`src/rtl/dyt_alu_issue.sv`:
```
// -----------------------------------------------------------------------------
// dyt_alu_issue
//
// Issue stage feeding dyt_alu. Takes one decoded-stage RV32I instruction and
// its register-file read data per handshake, works out which ALU operation and
// operands the instruction needs, and captures them in a one-entry ID/EX
// holding register. dyt_alu reads alu_op/alu_port_0/alu_port_1 straight out of
// that register in EX.
//
// Ports:
//   clk, rst         clock, asynchronous active-high reset
//   in_valid         upstream instruction valid
//   in_ready         stage can accept this cycle (!out_valid || out_ready)
//   in_instr         RV32I instruction word
//   in_pc            instruction PC
//   rs1_data         register file read port 1
//   rs2_data         register file read port 2
//   flush            kill held and incoming instruction
//   out_valid        holding register occupied
//   out_ready        EX accepts the held entry
//   alu_op           ALU operation for dyt_alu
//   alu_port_0/1     ALU operands (SUB/SUBU compute port_1 - port_0)
//   out_rd           destination register field
//   out_wen          entry writes rd
//   out_branch       conditional branch, resolved in EX using out_funct3
//   out_funct3       funct3 passthrough
//   out_store_data   rs2_data for STORE, zero otherwise
//   out_pc           PC of the held entry, RESET_PC_TAG while empty
//   out_illegal      unsupported opcode/funct encoding
// -----------------------------------------------------------------------------

package dyt_alu_issue_pkg;

   typedef enum logic [3:0] {
      ALU_ADD  = 4'd0,
      ALU_SUB  = 4'd1,
      ALU_SUBU = 4'd2,
      ALU_SLL  = 4'd3,
      ALU_SLT  = 4'd4,
      ALU_SLTU = 4'd5,
      ALU_XOR  = 4'd6,
      ALU_SRL  = 4'd7,
      ALU_SRA  = 4'd8,
      ALU_OR   = 4'd9,
      ALU_AND  = 4'd10
   } aluop_t;

endpackage

module dyt_alu_issue
   import dyt_alu_issue_pkg::*;
#(
   parameter int                WORD_W       = 32,
   parameter logic [WORD_W-1:0] RESET_PC_TAG = '0
) (
   input  logic              clk,
   input  logic              rst,
   input  logic              in_valid,
   output logic              in_ready,
   input  logic [31:0]       in_instr,
   input  logic [WORD_W-1:0] in_pc,
   input  logic [WORD_W-1:0] rs1_data,
   input  logic [WORD_W-1:0] rs2_data,
   input  logic              flush,
   output logic              out_valid,
   input  logic              out_ready,
   output aluop_t            alu_op,
   output logic [WORD_W-1:0] alu_port_0,
   output logic [WORD_W-1:0] alu_port_1,
   output logic [4:0]        out_rd,
   output logic              out_wen,
   output logic              out_branch,
   output logic [2:0]        out_funct3,
   output logic [WORD_W-1:0] out_store_data,
   output logic [WORD_W-1:0] out_pc,
   output logic              out_illegal
);

   localparam logic [6:0] OPC_OP     = 7'b0110011;
   localparam logic [6:0] OPC_OP_IMM = 7'b0010011;
   localparam logic [6:0] OPC_LUI    = 7'b0110111;
   localparam logic [6:0] OPC_AUIPC  = 7'b0010111;
   localparam logic [6:0] OPC_LOAD   = 7'b0000011;
   localparam logic [6:0] OPC_STORE  = 7'b0100011;
   localparam logic [6:0] OPC_BRANCH = 7'b1100011;

   // Instruction fields
   logic [6:0]        w_opcode;
   logic [2:0]        w_funct3;
   logic [6:0]        w_funct7;
   logic [4:0]        w_rd;
   logic              w_f7Zero;
   logic              w_f7Alt;

   // Immediates, all sign-extended (or zero-extended for shift amounts)
   logic [WORD_W-1:0] w_immI;
   logic [WORD_W-1:0] w_immS;
   logic [WORD_W-1:0] w_immU;
   logic [WORD_W-1:0] w_shamtImm;
   logic [WORD_W-1:0] w_shamtReg;

   // Decoded entry, ready to be captured
   aluop_t            w_op;
   logic [WORD_W-1:0] w_p0;
   logic [WORD_W-1:0] w_p1;
   logic              w_wen;
   logic              w_branch;
   logic              w_ill;
   logic [WORD_W-1:0] w_storeData;
   logic              w_load;

   // Holding register
   logic              r_valid;
   aluop_t            r_op;
   logic [WORD_W-1:0] r_p0;
   logic [WORD_W-1:0] r_p1;
   logic [4:0]        r_rd;
   logic              r_wen;
   logic              r_branch;
   logic [2:0]        r_funct3;
   logic [WORD_W-1:0] r_storeData;
   logic [WORD_W-1:0] r_pc;
   logic              r_ill;

   assign w_opcode = in_instr[6:0];
   assign w_rd     = in_instr[11:7];
   assign w_funct3 = in_instr[14:12];
   assign w_funct7 = in_instr[31:25];
   assign w_f7Zero = (w_funct7 == 7'b0000000);
   assign w_f7Alt  = (w_funct7 == 7'b0100000);

   // The size casts of signed expressions sign-extend to WORD_W (or truncate
   // if WORD_W is narrower than the architectural 32 bits).
   assign w_immI     = WORD_W'($signed(in_instr[31:20]));
   assign w_immS     = WORD_W'($signed({in_instr[31:25], in_instr[11:7]}));
   assign w_immU     = WORD_W'($signed({in_instr[31:12], 12'b0}));
   assign w_shamtImm = WORD_W'(in_instr[24:20]);
   assign w_shamtReg = WORD_W'(rs2_data[4:0]);

   // Full throughput: a new entry can enter in the same cycle the held one
   // leaves. in_ready deliberately ignores flush.
   assign in_ready = !r_valid || out_ready;
   assign w_load   = in_valid && in_ready && !flush;

   // Decode. dyt_alu subtracts port_0 from port_1, so every subtracting case
   // (SUB and BEQ/BNE) swaps rs1/rs2 onto the ports. Illegal encodings are
   // collapsed to a harmless ADD of zeros at the end so EX never acts on them.
   always_comb begin
      w_op        = ALU_ADD;
      w_p0        = '0;
      w_p1        = '0;
      w_wen       = 1'b0;
      w_branch    = 1'b0;
      w_ill       = 1'b0;
      w_storeData = '0;

      case (w_opcode)
         OPC_OP: begin
            if (!(w_f7Zero || (w_f7Alt && (w_funct3 == 3'b000 || w_funct3 == 3'b101)))) begin
               w_ill = 1'b1;
            end else begin
               w_p0  = rs1_data;
               w_p1  = rs2_data;
               w_wen = 1'b1;
               case (w_funct3)
                  3'b000: begin
                     if (w_f7Alt) begin
                        w_op = ALU_SUB;
                        w_p0 = rs2_data;
                        w_p1 = rs1_data;
                     end else begin
                        w_op = ALU_ADD;
                     end
                  end
                  3'b001: begin
                     w_op = ALU_SLL;
                     w_p1 = w_shamtReg;
                  end
                  3'b010:  w_op = ALU_SLT;
                  3'b011:  w_op = ALU_SLTU;
                  3'b100:  w_op = ALU_XOR;
                  3'b101: begin
                     w_op = w_f7Alt ? ALU_SRA : ALU_SRL;
                     w_p1 = w_shamtReg;
                  end
                  3'b110:  w_op = ALU_OR;
                  default: w_op = ALU_AND;
               endcase
            end
         end

         OPC_OP_IMM: begin
            w_p0  = rs1_data;
            w_p1  = w_immI;
            w_wen = 1'b1;
            case (w_funct3)
               3'b000: w_op = ALU_ADD;
               3'b010: w_op = ALU_SLT;
               3'b011: w_op = ALU_SLTU;
               3'b100: w_op = ALU_XOR;
               3'b110: w_op = ALU_OR;
               3'b111: w_op = ALU_AND;
               3'b001: begin
                  w_op  = ALU_SLL;
                  w_p1  = w_shamtImm;
                  w_ill = !w_f7Zero;
               end
               default: begin
                  w_op  = w_f7Alt ? ALU_SRA : ALU_SRL;
                  w_p1  = w_shamtImm;
                  w_ill = !(w_f7Zero || w_f7Alt);
               end
            endcase
         end

         OPC_LUI: begin
            w_p1  = w_immU;
            w_wen = 1'b1;
         end

         OPC_AUIPC: begin
            w_p0  = in_pc;
            w_p1  = w_immU;
            w_wen = 1'b1;
         end

         OPC_LOAD: begin
            w_p0  = rs1_data;
            w_p1  = w_immI;
            w_wen = 1'b1;
         end

         OPC_STORE: begin
            w_p0        = rs1_data;
            w_p1        = w_immS;
            w_storeData = rs2_data;
         end

         OPC_BRANCH: begin
            w_branch = 1'b1;
            case (w_funct3)
               3'b000, 3'b001: begin
                  w_op = ALU_SUB;
                  w_p0 = rs2_data;
                  w_p1 = rs1_data;
               end
               3'b100, 3'b101: begin
                  w_op = ALU_SLT;
                  w_p0 = rs1_data;
                  w_p1 = rs2_data;
               end
               3'b110, 3'b111: begin
                  w_op = ALU_SLTU;
                  w_p0 = rs1_data;
                  w_p1 = rs2_data;
               end
               default: w_ill = 1'b1;
            endcase
         end

         default: w_ill = 1'b1;
      endcase

      if (w_ill) begin
         w_op        = ALU_ADD;
         w_p0        = '0;
         w_p1        = '0;
         w_wen       = 1'b0;
         w_branch    = 1'b0;
         w_storeData = '0;
      end

      if (w_rd == 5'd0) begin
         w_wen = 1'b0;
      end
   end

   // ID/EX holding register. flush wins over both a new load and a consume;
   // otherwise a load replaces the entry and a consume without a load empties
   // it. The payload only changes on a load, so it is stable while stalled.
   always_ff @(posedge clk or posedge rst) begin
      if (rst) begin
         r_valid     <= 1'b0;
         r_op        <= ALU_ADD;
         r_p0        <= '0;
         r_p1        <= '0;
         r_rd        <= '0;
         r_wen       <= 1'b0;
         r_branch    <= 1'b0;
         r_funct3    <= '0;
         r_storeData <= '0;
         r_pc        <= '0;
         r_ill       <= 1'b0;
      end else if (flush) begin
         r_valid <= 1'b0;
      end else if (w_load) begin
         r_valid     <= 1'b1;
         r_op        <= w_op;
         r_p0        <= w_p0;
         r_p1        <= w_p1;
         r_rd        <= w_rd;
         r_wen       <= w_wen;
         r_branch    <= w_branch;
         r_funct3    <= w_funct3;
         r_storeData <= w_storeData;
         r_pc        <= in_pc;
         r_ill       <= w_ill;
      end else if (out_ready) begin
         r_valid <= 1'b0;
      end
   end

   assign out_valid      = r_valid;
   assign alu_op         = r_op;
   assign alu_port_0     = r_p0;
   assign alu_port_1     = r_p1;
   assign out_rd         = r_rd;
   assign out_wen        = r_wen;
   assign out_branch     = r_branch;
   assign out_funct3     = r_funct3;
   assign out_store_data = r_storeData;
   assign out_illegal    = r_ill;

   // An empty entry advertises the reset tag rather than a stale PC.
   assign out_pc = r_valid ? r_pc : RESET_PC_TAG;

endmodule

```
`config.mk`:
```
export PLATFORM = sky130hd
export DESIGN_NAME = dyt_alu_issue
export DESIGN_NICKNAME = d
export VERILOG_FILES = /design/src/rtl/dyt_alu_issue.sv
export SDC_FILE = /design/constraint.sdc
export NUM_CORES = 1
export LEC_CHECK = 0
export ABC_AREA = 1
export CORE_MARGIN = 1.5
export CORE_UTILIZATION = 49
export CTS_CLUSTER_DIAMETER = 60
export CTS_CLUSTER_SIZE = 28
export DETAILED_ROUTE_END_ITERATION = 7
export PLACE_DENSITY = 0.82
export SYNTH_ARGS = -nofsm -noshare
export SYNTH_HDL_FRONTEND = slang
export SYNTH_SLANG_ARGS = --single-unit
```
`constraint.sdc`:
```
create_clock -name clk -period 5.65 [get_ports clk]
set_clock_uncertainty 0.2 [all_clocks]
set_input_delay 1.13 -clock clk [delete_from_list [all_inputs] [get_ports clk]]
set_output_delay 1.13 -clock clk [all_outputs]
set_load 0.1 [all_outputs]
```
# Word-level counts from Yosys, hierarchy flattened
# Cells that the tools add are included.
# W data, S select, Z words.
dict set report totals {
  ff_bits 144
  in_bits 133
  output_inout_bits 145
  word_cells 91
}
dict set report classes {
  eq_ne 15
  n_mux 37
  bitwise_logic 1
  n_reduce_logical 27
}
# operator count
set op_table {}
lappend op_table {{$mux W32} 11}
lappend op_table {{$pmux W32 S2} 3}
lappend op_table {{$pmux W32 S6} 1}
lappend op_table {{$pmux W32 S4} 1}
lappend op_table {{$pmux W4 S7} 2}
lappend op_table {{$eq A7 B6 Y1 const B} 4}
lappend op_table {{$eq A7 B5 Y1 const B} 2}
lappend op_table {{$eq A3 B3 Y1 const B} 4}
lappend op_table {{$mux W4} 3}
lappend op_table {{$pmux W4 S3} 1}
lappend op_table {{$reduce_or A4 Y1} 3}
lappend op_table {{$reduce_or A6 Y1} 2}
lappend op_table {{$mux W1} 11}
lappend op_table {{$reduce_or A2 Y1} 5}
lappend op_table {{$pmux W3 S3} 1}
lappend op_table {{$eq A7 B2 Y1 const B} 1}
lappend op_table {{$eq A7 B7 Y1 const B} 1}
lappend op_table {{$logic_not A7 Y1} 1}
lappend op_table {{$eq A3 B2 Y1 const B} 2}
lappend op_table {{$logic_not A5 Y1} 1}
lappend op_table {{$logic_not A1 Y1} 4}
lappend op_table {{$logic_or A1 B1 Y1} 4}
lappend op_table {{$pmux W1 S2} 2}
lappend op_table {{$pmux W1 S4} 1}
lappend op_table {{other kinds (7)} 9}

# Depth between registers and ports, before layout
# Gate-level depths: netlist (run 1).
dict set report depth {
  depth_word 8
  depth_mapped 13
  ltp_nobuf 12
}

# Worst setup path after synthesis (run 1)
# No wires, ideal clock.
dict set report synth_timing {
  path_kind {reg2out}
  startpoint {register r_valid, in the netlist out_valid}
  endpoint {output out_pc[10]}
  t_arrival_ns 2.098
  t_required_ns 4.320
  setup_slack_ns 2.222
  stages_incl_launch_ff 5
  n_path_buf 2
  path_cell_list {dfrtp_1 -> clkbuf_1 -> clkbuf_1 -> nand2_1 -> inv_1}
}
dict set report synth_between {
  elab_chain_len 1
}
# item line_no
set synth_lines {}
lappend synth_lines {{from (decl)} 113} ;# logic r_valid;
lappend synth_lines {{from (signal assigned)} 283} ;# r_valid <= 1'b0;
lappend synth_lines {{from (signal assigned)} 295} ;# r_valid <= 1'b0;
lappend synth_lines {{from (signal assigned)} 297} ;# r_valid <= 1'b1;
lappend synth_lines {{$mux W32} 325} ;# assign out_pc = r_valid ? r_pc : RESET_PC_TAG;
lappend synth_lines {{to (decl)} 75} ;# output logic [WORD_W-1:0] out_pc,
# No other way between the ends.

# Worst setup path after layout (run 1)
dict set report layout_timing {
  startpoint {input out_ready}
  endpoint {output in_ready}
}
dict set report layout_between {
  elab_chain_len 1
}
# item line_no
set layout_lines {}
lappend layout_lines {{from (decl)} 66} ;# input logic out_ready,
lappend layout_lines {{$logic_or A1 B1 Y1} 142} ;# assign in_ready = !r_valid || out_ready;
lappend layout_lines {{to (decl)} 59} ;# output logic in_ready,
# No other way between the ends.

==> impl_metrics.py, run 1 <==
metrics = {
    "layout": {
        "areaGrowthSynthToFinish_pct": 34.2,
        "drive_gt1_frac": 0.0492,
        "final_common_cell": "nand2_1",
        "fin_cells": 2056,
        "final_cell_mix": "716 x nand2_1, 276 x clkdlybuf4s50_1, 144 x dfrtp_1, 127 x inv_1, 124 x nand3_1",
        "fin_nets": 1915,
    },
    "routing": {
        "post_drt_wl_per_cell_um": 18.8,
        "vias": 11300,
        "routed_via_density": 5.49,
        "drtAntennaViolNets": 0,
        "routed_wl_um": 38800,
        "route.detailed.drc": 0,
        "drtIter0Drc": 1306,
        "firstDrtPassIters": 5,
    },
    "timing": {
        "finalSetupViolations": 0,
        "relSlewSlack": 0.251,
        "max_slew.worst_pin.slew_ns": 1.12,
        "tns_ns": 0,
        "min_period_over_period": 0.744,
        "finalHoldViolCount": 0,
        "fmax_mhz": 238,
        "min_period_ns": 4.20,
        "rsz0062_at_grt": "false",
        "slew_violations": 0,
        "finalWorstSetupSlack_ns": 1.45,
    },
    "grt": {
        "overflow": 0,
        "grtUsageTotal": 0.372,
        "antenna_found_initial": 2,
        "grt_pass1_vias": 10200,
        "grt_max_degree": 131,
        "grt_pass1_wl_um": 58200,
    },
    "setup_path": {
        "cp-end-kind": "output pin",
        "cp_slowest_cell": "clkdlybuf4s50_1",
        "crit_path_cell_trace": "clkdlybuf4s50_1 > nor2_1 > inv_1 > clkdlybuf4s50_1",
        "crit_path_max_incr_delay_ns": 1.14,
        "critical_path_arrival_ns": 2.87,
        "critPathKind": "input port to output pin",
        "critPathMaxFanout": 2,
        "critPathBufInv": 3,
        "worstPathRequired_ns": 4.32,
        "cp_top_family": "buffers and inverters",
        "cp-start-kind": "input port",
        "cp_common_cell": "clkdlybuf4s50_1",
    },
    "logic_synthesis": {
        "yosys.area.top_type_share": 0.367,
        "ys_seq_area_frac": 0.367,
        "synth_top_area_cell": "dfrtp_1",
        "ys_warn_count": 0,
        "ys_top_cells_by_area": "dfrtp_1 37%, nand2_1 27%, nand3_1 6.3%",
        "synth_edf_count": 0,
        "synth.avg_cell_area_um2": 6.29,
        "syn_area_um2": 9810,
        "ys_types": 36,
        "syn_nets": 1698,
        "async_flop_share": 1.00,
        "yosys_register_bits": 144,
        "synth_top_flop_cell": "dfrtp_1",
        "netlist_instances": 1560,
    },
    "pwr": {
        "finalPower_mw": 2.86,
        "power_leakage_nw": 6.94,
        "ir_worst_vdd_mv": 0.205,
        "p_per_area_nw_per_um2": 217,
    },
    "clock_network": {
        "cts-hold-fix-buffers": 0,
        "root_buffer": "clkbuf_16",
        "path_clk_slew_ns": 0.07,
        "cts_buffers": 17,
        "htreeDepth": 4,
        "clock_latency_ns": 0.42,
        "clock_sinks": 144,
        "post-cts-setup-buffers": 0,
        "ctsLongestPathBuffers": 2,
        "cts_resized": 0,
        "cts_tree": "done",
    },
    "placed_design": {
        "routabilityCongestion": 1.03,
        "hpwl_um": 28100,
        "dp_cells": 2023,
        "io_buffer_count": 277,
        "pre_cts_ws_ns": 1.44,
    },
    "outcome": {
        "status": "complete, no violations",
    },
    "floorplanning": {
        "core_um2": 19500,
        "die-area_um2": 20900,
        "rows": 51,
        "fp.dieW_um": 145,
        "pin_count": 278,
        "initial_core_util": 0.502,
        "die_h_um": 145,
    },
    "job": {
        "cap_violations": 0,
    },
    "min_path": {
        "hold_path.class": "flip-flop to flip-flop",
    },
}
==> Yosys cell counts (2+ instances only) <==
cell type and n:
nand3b_1 12, clkbuf_1 43, nand3_1 124, buf_1 10
nor2_4 6, inv_1 128, nor3_2 2, ha_1 5
buf_4 5, clkinv_1 2, buf_6 7, nand2_1 716
nor3_1 4, a21boi_0 4, o21ai_1 9, nor2_1 101
buf_2 31, inv_2 9, nand4_1 31, o22ai_1 11
o21ai_0 88, a21oi_1 16, o31ai_1 32, nor2_2 3
nand3_2 2, nand2_2 6, dfrtp_1 144
==> routing by layer <==
metal / vias to the layer above / share of wire / GRT usage
met1: 5141 / 0.40 / 0.501
li1: 5343 / - / -
met5: - / 0 / 0
met3: 107 / 0.11 / 0.0848
met2: 689 / 0.44 / 0.562
met4: 0 / 0.050 / 0.184
==> worst min-delay path, delay by kind of cell, from the launching register on <==
family	cells	cell delay [ns]
DFF	1	0.35
and+or+nand+nor	2	0.11
==> stage by stage <==
| step | instance area (µm²) | hold slack [ns] | util |
|---|---|---|---|
| 3_5_place_dp | 12600 | 0.264 | 0.645 |
| 3_3_place_gp | 12600 | 0.255 | 0.645 |
| 2_1_floorplan | 9810 | 0.242 | - |
| 5_1_grt | 13200 | 0.293 | 0.674 |
| 4_1_cts | 13200 | 0.280 | 0.674 |
| 6_report | 13200 | 0.280 | 0.674 |
==> cell type report <==
cell class | count | area, µm²
Antenna cell | 1 | 2.50
Clock buffer | 18 | 439
Clock inverter | 14 | 124
Fill cell | 1781 | 6360
Inverter | 140 | 538
Multi-Input combinational cell | 1180 | 5210
Sequential cell | 144 | 3600
Tap cell | 265 | 332
Timing Repair Buffer | 294 | 2920
==> report_power, final <==
group,total (mW),internal (mW),switching (mW)
sequential,1.10,1.08,0.0268
combinational,0.652,0.191,0.461
clock,1.11,0.590,0.518
total,2.86,1.86,1.01
==> final timing paths <==
kind                                  startpoint                    endpoint  slack, ns  depth (start not counted)
max                                    out_ready                    in_ready       1.45                          4
min                         r_pc[11]$_DFFE_PP0P_        r_pc[11]$_DFFE_PP0P_       0.28                          2
max reg2reg                out_valid$_DFFE_PP0P_        r_pc[19]$_DFFE_PP0P_       2.54                          7
min reg2reg                 r_pc[11]$_DFFE_PP0P_        r_pc[11]$_DFFE_PP0P_       0.28                          2
max in group asynchronous                    rst       out_rd[4]$_DFFE_PP0P_       3.25                          3
min in group asynchronous                    rst  alu_port_0[18]$_DFFE_PP0P_       0.92                          2
==> flip-flops by register name, indices dropped and copies added (netlist names), 3 cells and up <==
signal	flops
alu_port_0	32
r_pc	32
out_rd	5
out_funct3	3
alu_op	4
out_store_data	32
alu_port_1	32
==> logic make-up after synthesis <==
group           share of synthesized area
fa+ha+maj                         0.00638
compound gates                     0.0964
flops                               0.367
buf+inv                             0.102
simple gates                        0.428
Power figures use the tool's default switching activity.
==> run 2: changes to the inputs <==
--- a/config.mk
+++ b/config.mk
@@ -7,11 +7,11 @@
 export LEC_CHECK = 0
 export ABC_AREA = 1
 export CORE_MARGIN = 1.5
-export CORE_UTILIZATION = 49
+export CORE_UTILIZATION = 44
 export CTS_CLUSTER_DIAMETER = 60
 export CTS_CLUSTER_SIZE = 28
 export DETAILED_ROUTE_END_ITERATION = 7
-export PLACE_DENSITY = 0.82
+export PLACE_DENSITY = 0.78
 export SYNTH_ARGS = -nofsm -noshare
 export SYNTH_HDL_FRONTEND = slang
 export SYNTH_SLANG_ARGS = --single-unit
==> constraint.sdc (replaced) <==
create_clock -name clk -period 3.6 [get_ports clk]
set_clock_uncertainty 0.2 [all_clocks]
set_input_delay 0.72 -clock clk [delete_from_list [all_inputs] [get_ports clk]]
set_output_delay 0.72 -clock clk [all_outputs]
set_load 0.1 [all_outputs]
==> run 2 against run 1 <==
Compared with the run above: non-clock buffer count grew 15; die area up 11%; combinational power up 56%; total power is 61% higher; final cell count is 1.6% higher; critical path type is now input port to flip-flop; critical endpoint is now alu_port_1[16]$_DFFE_PP0P_.
==> impl_metrics.py, run 2 (same netlist as run 1, synthesis figures left out) <==
metrics = {
    "outcome": {
        "status": "complete, no violations",
    },
    "setup_path": {
        "cp-start-kind": "input port",
        "critPathMaxFanout": 23,
        "crit_start": "in_instr[13]",
        "r2r-start": "out_valid$_DFFE_PP0P_",
        "cp-end-kind": "flip-flop",
        "worstPathRequired_ns": 3.78,
        "critPathKind": "input port to flip-flop",
        "critical_path_arrival_ns": 3.14,
    },
    "layout": {
        "n_fill_cell": 2157,
        "final_cell_area_um2": 13100,
        "final_common_cell": "nand2_1",
        "final_cell_mix": "716 x nand2_1, 168 x buf_4, 144 x dfrtp_1, 131 x clkdlybuf4s50_1, 127 x inv_1",
        "drive_gt1_frac": 0.136,
        "fin_nets": 1930,
        "seqCellArea_um2": 3600,
        "fin_cells": 2089,
        "areaGrowthSynthToFinish_pct": 33.2,
        "multiInputGateArea_um2": 5220,
    },
    "clock_network": {
        "root_buffer": "clkbuf_16",
        "cts_resized": 0,
        "path_clk_slew_ns": 0.06,
        "cts-hold-fix-buffers": 0,
        "cts_tree": "done",
        "post-cts-setup-buffers": 0,
        "cts_buffers": 17,
        "htreeDepth": 4,
        "clock_latency_ns": 0.43,
        "clock_sinks": 144,
        "ctsLongestPathBuffers": 2,
    },
    "floorplanning": {
        "die_h_um": 152,
        "fp.dieW_um": 152,
        "pin_count": 278,
        "initial_core_util": 0.450,
        "rows": 54,
        "core_um2": 21800,
        "die-area_um2": 23200,
    },
    "job": {
        "cap_violations": 0,
    },
    "timing": {
        "slew_violations": 0,
        "tns_ns": 0,
        "max_slew.worst_pin.slew_ns": 0.721,
        "rsz0062_at_grt": "false",
        "hold_ws_ns": 0.271,
        "fmax_mhz": 337,
        "finalSetupViolations": 0,
        "min_period_over_period": 0.823,
        "relSlewSlack": 0.519,
        "min_period_ns": 2.96,
        "finalHoldViolCount": 0,
    },
    "placed_design": {
        "io_buffer_count": 277,
        "hpwl_um": 27400,
        "routabilityCongestion": 0.947,
        "dp_cells": 2053,
        "placed_area_um2": 12500,
    },
    "min_path": {
        "hp-start": "r_pc[11]$_DFFE_PP0P_",
        "hold_path.class": "flip-flop to flip-flop",
    },
    "pwr": {
        "ir_worst_vdd_mv": 0.285,
        "p_per_area_nw_per_um2": 352,
        "power_leakage_nw": 7.34,
        "finalPower_mw": 4.60,
    },
    "routing": {
        "route.detailed.drc": 0,
        "routed_wl_um": 37500,
        "drtIter0Drc": 1127,
        "vias": 11100,
        "post_drt_wl_per_cell_um": 18.0,
        "drtAntennaViolNets": 0,
        "firstDrtPassIters": 6,
        "routed_via_density": 5.30,
    },
    "grt": {
        "grt_max_degree": 105,
        "grt_pass1_wl_um": 58800,
        "antenna_found_initial": 4,
        "grt_pass1_vias": 10200,
        "grtUsageTotal": 0.320,
        "overflow": 0,
    },
}
==> run 2: routing by layer <==
layer | global-route usage | share of wire
met1 | 0.476 | 0.45
met2 | 0.467 | 0.43
met3 | 0.0520 | 0.090
met4 | 0.117 | 0.034
met5 | 0 | 0
==> run 2: final cells by class <==
class / count / area share
Multi-Input combinational cell: 1180 / 0.399
Sequential cell: 144 / 0.276
Timing Repair Buffer: 309 / 0.211
Inverter: 140 / 0.0411
Clock buffer: 19 / 0.0331
Tap cell: 280 / 0.0268
Clock inverter: 12 / 0.0123
Antenna cell: 5 / 0.000957
==> run 2: metrics by stage <==
| stage | util | setup slack (ns) |
|---|---|---|
| final | 0.599 | 0.635 |
| after CTS | 0.598 | 0.665 |
| after global placement | 0.571 | 0.233 |
| after floorplan | - | 0.582 |
| after detailed placement | 0.571 | 0.226 |
| after global routing | 0.599 | 0.492 |
==> run 2: where the power goes <==
group	internal (mW)	switching (mW)	total [mW]	leakage [nW]
Combinational	0.299	0.717	1.02	5.11
Sequential	1.69	0.0365	1.73	1.94
Clock	1.09	0.762	1.86	0.288
Total	3.08	1.52	4.60	7.34
==> run 2: critical path, cell delays in order <==
cell and delay [ns]:
clkdlybuf4s50_1 0.70, inv_2 0.19, nand2_1 0.35, nor2_1 0.12
nand3_1 0.11, nand3b_2 0.16, nor2_4 0.43, buf_12 0.22
nand2_1 0.07, nand2_1 0.06
==> run 2: worst paths after layout <==
path                            depth (start not counted)                         end  slack [ns]
worst max register to register                          9  alu_port_1[16]$_DFFE_PP0P_        1.20
min in group asynchronous                               2        r_pc[16]$_DFFE_PP0P_        0.54
worst min-delay path                                    2        r_pc[11]$_DFFE_PP0P_        0.27
worst min register to register                          2        r_pc[11]$_DFFE_PP0P_        0.27
worst max-delay path                                   10  alu_port_1[16]$_DFFE_PP0P_        0.64
max in group asynchronous                               3   alu_port_1[1]$_DFFE_PP0P_        1.84
